## src/rtl/pipe_scoreboard.sv

```systemverilog
// In-flight write scoreboard beside ID: stall on unready producers
// and pick the youngest forwarding source for each operand.
module pipe_scoreboard #(
    parameter int REG_BITS    = 5,
    parameter int DEPTH       = 3,
    parameter int ALU_AVAIL   = 1,
    parameter int LOAD_AVAIL  = 2,
    parameter int FLUSH_DEPTH = 1,
    localparam int FWD_W      = $clog2(DEPTH + 1)
) (
    input  logic                clk,
    input  logic                rst,
    input  logic                id_valid,
    input  logic [REG_BITS-1:0] id_rs,
    input  logic [REG_BITS-1:0] id_rt,
    input  logic                id_use_rs,
    input  logic                id_use_rt,
    input  logic                id_wr_en,
    input  logic [REG_BITS-1:0] id_wr_reg,
    input  logic                id_is_load,
    input  logic                flush,
    input  logic                hold,
    output logic                stall,
    output logic [FWD_W-1:0]    fwd_rs,
    output logic [FWD_W-1:0]    fwd_rt,
    output logic [FWD_W-1:0]    inflight
);

    typedef struct packed {
        logic                v;
        logic [REG_BITS-1:0] dst;
        logic                ld;
    } entry_t;

    entry_t              ent_q [DEPTH];
    entry_t              ent_d [DEPTH];
    logic [FWD_W-1:0]    cnt_q;
    logic [FWD_W-1:0]    cnt_d;

    logic [REG_BITS-1:0] src [2];
    logic [1:0]          use_src;
    logic [1:0]          hit;
    logic [1:0]          rdy;
    logic [FWD_W-1:0]    idx [2];

    assign src[0]  = id_rs;
    assign src[1]  = id_rt;
    assign use_src = {id_use_rt, id_use_rs};

    // Scan oldest to youngest so the youngest match overwrites.
    always_comb begin
        hit = '0;
        rdy = '1;
        for (int op = 0; op < 2; op++) begin
            idx[op] = '0;
            for (int k = DEPTH - 1; k >= 0; k--) begin
                if (id_valid && use_src[op] && (src[op] != '0) &&
                    ent_q[k].v && (ent_q[k].dst == src[op])) begin
                    hit[op] = 1'b1;
                    idx[op] = FWD_W'(k + 1);
                    rdy[op] = (k + 1) >=
                        (ent_q[k].ld ? LOAD_AVAIL : ALU_AVAIL);
                end
            end
        end
    end

    assign stall = !hold && !flush &&
                   ((hit[0] && !rdy[0]) || (hit[1] && !rdy[1]));

    assign fwd_rs   = idx[0];
    assign fwd_rt   = idx[1];
    assign inflight = cnt_q;

    always_comb begin
        ent_d = ent_q;
        cnt_d = '0;
        if (!hold) begin
            for (int k = DEPTH - 1; k > 0; k--) begin
                ent_d[k] = ent_q[k - 1];
            end
            ent_d[0] = '0;
            if (flush) begin
                for (int k = 0; k < DEPTH; k++) begin
                    if (k < FLUSH_DEPTH) begin
                        ent_d[k].v = 1'b0;
                    end
                end
            end else if (!stall) begin
                ent_d[0].v   = id_valid && id_wr_en &&
                               (id_wr_reg != '0);
                ent_d[0].dst = id_wr_reg;
                ent_d[0].ld  = id_is_load;
            end
        end
        for (int k = 0; k < DEPTH; k++) begin
            cnt_d = cnt_d + FWD_W'(ent_d[k].v);
        end
    end

    always_ff @(posedge clk) begin
        if (rst) begin
            for (int k = 0; k < DEPTH; k++) begin
                ent_q[k] <= '0;
            end
            cnt_q <= '0;
        end else begin
            ent_q <= ent_d;
            cnt_q <= cnt_d;
        end
    end

endmodule

```

## config.mk

```make
export PLATFORM = sky130hd
export DESIGN_NAME = pipe_scoreboard
export DESIGN_NICKNAME = d
export VERILOG_FILES = /design/src/rtl/pipe_scoreboard.sv
export SDC_FILE = /design/constraint.sdc
export NUM_CORES = 1
export LEC_CHECK = 0
export ABC_CLOCK_PERIOD_IN_PS = 2900
export CAP_MARGIN = 30
export CORE_ASPECT_RATIO = 0.5
export CORE_UTILIZATION = 30
export CTS_CLUSTER_SIZE = 25
export DETAILED_ROUTE_END_ITERATION = 7
export PLACE_DENSITY = 0.66
export RECOVER_POWER = 100
export SETUP_SLACK_MARGIN = 0.1
export SLEW_MARGIN = 25
export SYNTH_ARGS = -nofsm -noshare
export SYNTH_HDL_FRONTEND = slang
export SYNTH_SLANG_ARGS = --single-unit
export TNS_END_PERCENT = 20
```

## constraint.sdc

```tcl
create_clock -name clk -period 2.9 [get_ports clk]
set_input_delay 0.87 -clock clk [delete_from_list [all_inputs] [get_ports clk]]
set_output_delay 0.87 -clock clk [all_outputs]
set_load 0.005 [all_outputs]
```

==> flow_summary.json <==
{
  "post_layout_min_period_ns": 3.248,
  "max-cap-violations": 0,
  "critPathLaunchType": "input port",
  "core_area_sq_um": 3924,
  "die_x_um": 92.69,
  "antenna-diode-count": 0,
  "clock_insertion_delay_at_the_later_pin_of_the_skew_report_ns": 0.27,
  "failed_checks": "negative setup slack",
  "slew-limit-headroom": 0.7441,
  "vias_in_the_first_global_route": 1138,
  "seq_area_frac_synth": 0.3408,
  "die_height_um": 47.35,
  "port-buffer-count": 30,
  "crit_type": "input port to output pin",
  "routed_wl_mm": 3.360,
  "post_synth_instance_area_sq_um": 1234,
  "synth.area.top_cells": "dfxtp_1 34%, xnor2_1 16%, mux2i_1 9.7%, xor2_1 5.7%, nor2_1 5.2%",
  "seq_pwr_share": 0.474,
  "path_depth": 9,
  "cts_tree": "built",
  "cellPowerDensity_nw_per_um2": 335.6,
  "swShare": 0.2681,
  "cts.htree.levels": 1,
  "max_stage_delay_ns": 0.54,
  "p_comb_frac": 0.208,
  "timing.critical_path.cells": "buf_6 > or4_4 > o211ai_4 > buf_6 > buf_6 > nand4b_4 > a21boi_4 > and2_4 > buf_6",
  "design.die.area_sq_um": 4388,
  "grt_pass1_wl_mm": 5.319,
  "crit_top_cell": "buf_6",
  "final_layout_size_suffix_gt1_frac": 0.3065,
  "power_report.internal_total_uw": 468.6,
  "report.final.hold_viol_count": 0,
  "static_power_due_to_leakage_uw": 0.0008210,
  "cp.required_ns": 2.03,
  "fin_crit_sh": 1.120,
  "critical_path_peak_fanout": 3,
  "setup_repair_after_global_routing_missed_its_margin": "true",
  "synth_cells": 138,
  "crit_path_end_kind": "output pin",
  "numClockSinks": 21,
  "global_router_s_overall_resource_usage": 0.1627,
  "synth_top_area_share": 0.3408,
  "cts-root-buf": "clkbuf_8",
  "post_drt_via_cell_ratio": 4.727,
  "route.detailed.wl_per_inst_um": 13.28,
  "drt_first_iter_violations": 79,
  "worst-path-buf-inv": 4,
  "hp-start": "ent_q[14]",
  "tightestPinTransition_ns": 0.3831,
  "1st_pass_router_iterations": 4,
  "worstPathArrival_ns": 2.38,
  "rows": 16,
  "yosysWarningCount": 0,
  "cts-root-to-sink-buffers": 2,
  "worst_hold_path.num_cells": 2,
  "power.net_switching_uw": 171.7,
  "fmaxAchievable_mhz": 307.9,
  "io_pins": 31,
  "pre_cts_slack_ns": -1.036,
  "regToRegStartpoint": "ent_q[18]",
  "final_net_count": 225,
  "start_point_of_the_critical_path": "id_rs[1]",
  "finalCoreUtilization": 0.4863,
  "tritoncts.num_buffers": 3,
  "ctsHoldBuffers": 0,
  "num-fill-cells": 388,
  "drcViolationCount": 0,
  "worst_slack_ns": -0.3481,
  "detailed_placer_s_ending_hpwl_mm": 2.540,
  "crit_family": "simple AND/OR/NAND/NOR gates",
  "power.share.clock": 0.318,
  "synth_area_leader_cell": "dfxtp_1",
  "finalMaxSlewViolations": 0,
  "timing.final.setup_violations": 6,
  "start_util": 0.3144,
  "critical_path.slowest_cell": "or4_4",
  "fin_worst_hold_slack_ns": 0.4704,
  "grt_antenna_before_repair": 0,
  "vdd_drop_max_uv": 126.5,
  "timing.reg2reg.worst_path_depth": 11,
  "grt.overflow.total": 0,
  "grt_max_degree": 16,
  "min-delay-path-class": "flop to flop",
  "mean_instance_size_in_the_synthesized_netlist_sq_um": 8.940,
  "drtAntennaViolNets": 0,
  "flow.area_growth_from_synthesis_pct": 54.67,
  "place_congestion": 0.8752,
  "clock-skew-final_ns": 0.002544,
  "vias_post_dr": 1196,
  "synthesis.nets": 163,
  "outcome": "finished, violations left",
  "clkSlewWorstSetupHoldPaths_ns": 0.08,
  "setup.reg_to_reg.worst_slack_ns": 0.56,
  "post_synth_num_cell_types": 29,
  "synth-seq-cells": 21
}
[power groups by stage]
stage / Combinational (uW) / Clock [uW] / Sequential [uW]
2_1_floorplan: 55.4 / 0 / 308
3_3_place_gp: 127 / 0 / 310
3_5_place_dp: 128 / 0 / 310
4_1_cts: 131 / 211 / 303
5_1_grt: 142 / 220 / 304
6_report: 133 / 204 / 303
[registers in the layout (all words and copies together) (netlist names)]
signal / count
ent_q: 19
inflight: 2
[cells in the final DEF, fill, tap and decap left out, drive strengths merged, types with 2 or more instances in the layout]
| cell type | netlist | routed |
|---|---|---|
| clkbuf | 3 | 3 |
| xor2 | 8 | 8 |
| or4 | 3 | 3 |
| nand4b | 2 | 2 |
| a21boi | 2 | 2 |
| o21ai | 8 | 8 |
| nor3 | 4 | 4 |
| xnor2 | 22 | 22 |
| o211ai | 2 | 2 |
| mux2i | 12 | 12 |
| clkdlybuf4s50 | 0 | 12 |
| nand2 | 16 | 16 |
| nand3 | 2 | 2 |
| buf | 1 | 43 |
| nor2 | 17 | 17 |
| dlygate4sd2 | 0 | 3 |
| nor4 | 2 | 2 |
| nand4 | 4 | 4 |
| dfxtp | 21 | 21 |
| dlygate4sd3 | 0 | 2 |
[cells by family (layout without fill, tap and decap cells)]
family          Yosys count  in the layout  share of synthesized area
compound gates           16             16                    0.09939
flops                    21             21                     0.3408
xor+xnor                 30             30                     0.2130
mux                      12             12                    0.09737
fa+ha+maj                 1              1                    0.01623
simple gates             54             54                     0.2211
buf+inv                   4             65                    0.01217
[area by class of cell]
class	instances	area (sq um)	share of cell area
timing repair buffer	61	511.7	0.2682
tap	54	67.56	0.03541
multi-input combinational	113	859.6	0.4505
clock buffer	3	41.29	0.02164
clock inverter	1	7.507	0.003934
sequential	21	420.4	0.2203
[synth_stat cells (all sizes together)]
cell type / count
a21bo: 1
a21boi: 2
a21oi: 1
and2: 1
buf: 1
clkbuf: 3
dfxtp: 21
fa: 1
mux2i: 12
nand2: 16
nand2b: 1
nand3: 2
nand4: 4
nand4b: 2
nor2: 17
nor2b: 1
nor3: 4
nor4: 2
o211ai: 2
o21a: 1
o21ai: 8
o41ai: 1
or3: 1
or4: 3
xnor2: 22
xor2: 8
[worst register-to-register path, cell delays in order, from the launching register on]
cell and delay, ns:
dfxtp_1 0.47, xor2_1 0.12, nor4_2 0.26, buf_4 0.16, nand4b_4 0.11, buf_6 0.14
a21boi_4 0.12, buf_4 0.13, buf_6 0.11, a21bo_1 0.12, fa_1 0.41, nor2_1 0.12
[worst paths after layout]
check,endpoint
max,stall
min,ent_q[14]
max reg2reg,inflight[0]
min reg2reg,ent_q[14]
[through the flow]
stage,instances,instance area (sq um),TNS [ns],total power [uW]
2_1_floorplan,138,1264,0,363.0
3_3_place_gp,241,1789,-5.361,436.7
3_5_place_dp,241,1789,-5.659,437.9
4_1_cts,252,1894,-1.298,644.8
5_1_grt,253,1908,-1.605,666.8
6_report,253,1908,-1.365,640.3
[repair_timing]
| action | in CTS | in global routing |
|---|---|---|
| setup buffers | 7 | 1 |
| gates resized for setup | 67 | 1 |
| endpoints found under the setup margin | 7 | 7 |
| pin swaps | 12 | 3 |
| cloned | 0 | 0 |
[routing by layer]
layer / GRT usage / vias up / wire, um
li1: - / 601 / -
met1: 0.2268 / 566 / 1708
met2: 0.2519 / 25 / 1461
met3: 0.03560 / 4 / 156
met4: 0.06154 / 0 / 34
met5: 0 / - / 0
Note: power is estimated with default switching activity, not from simulation.
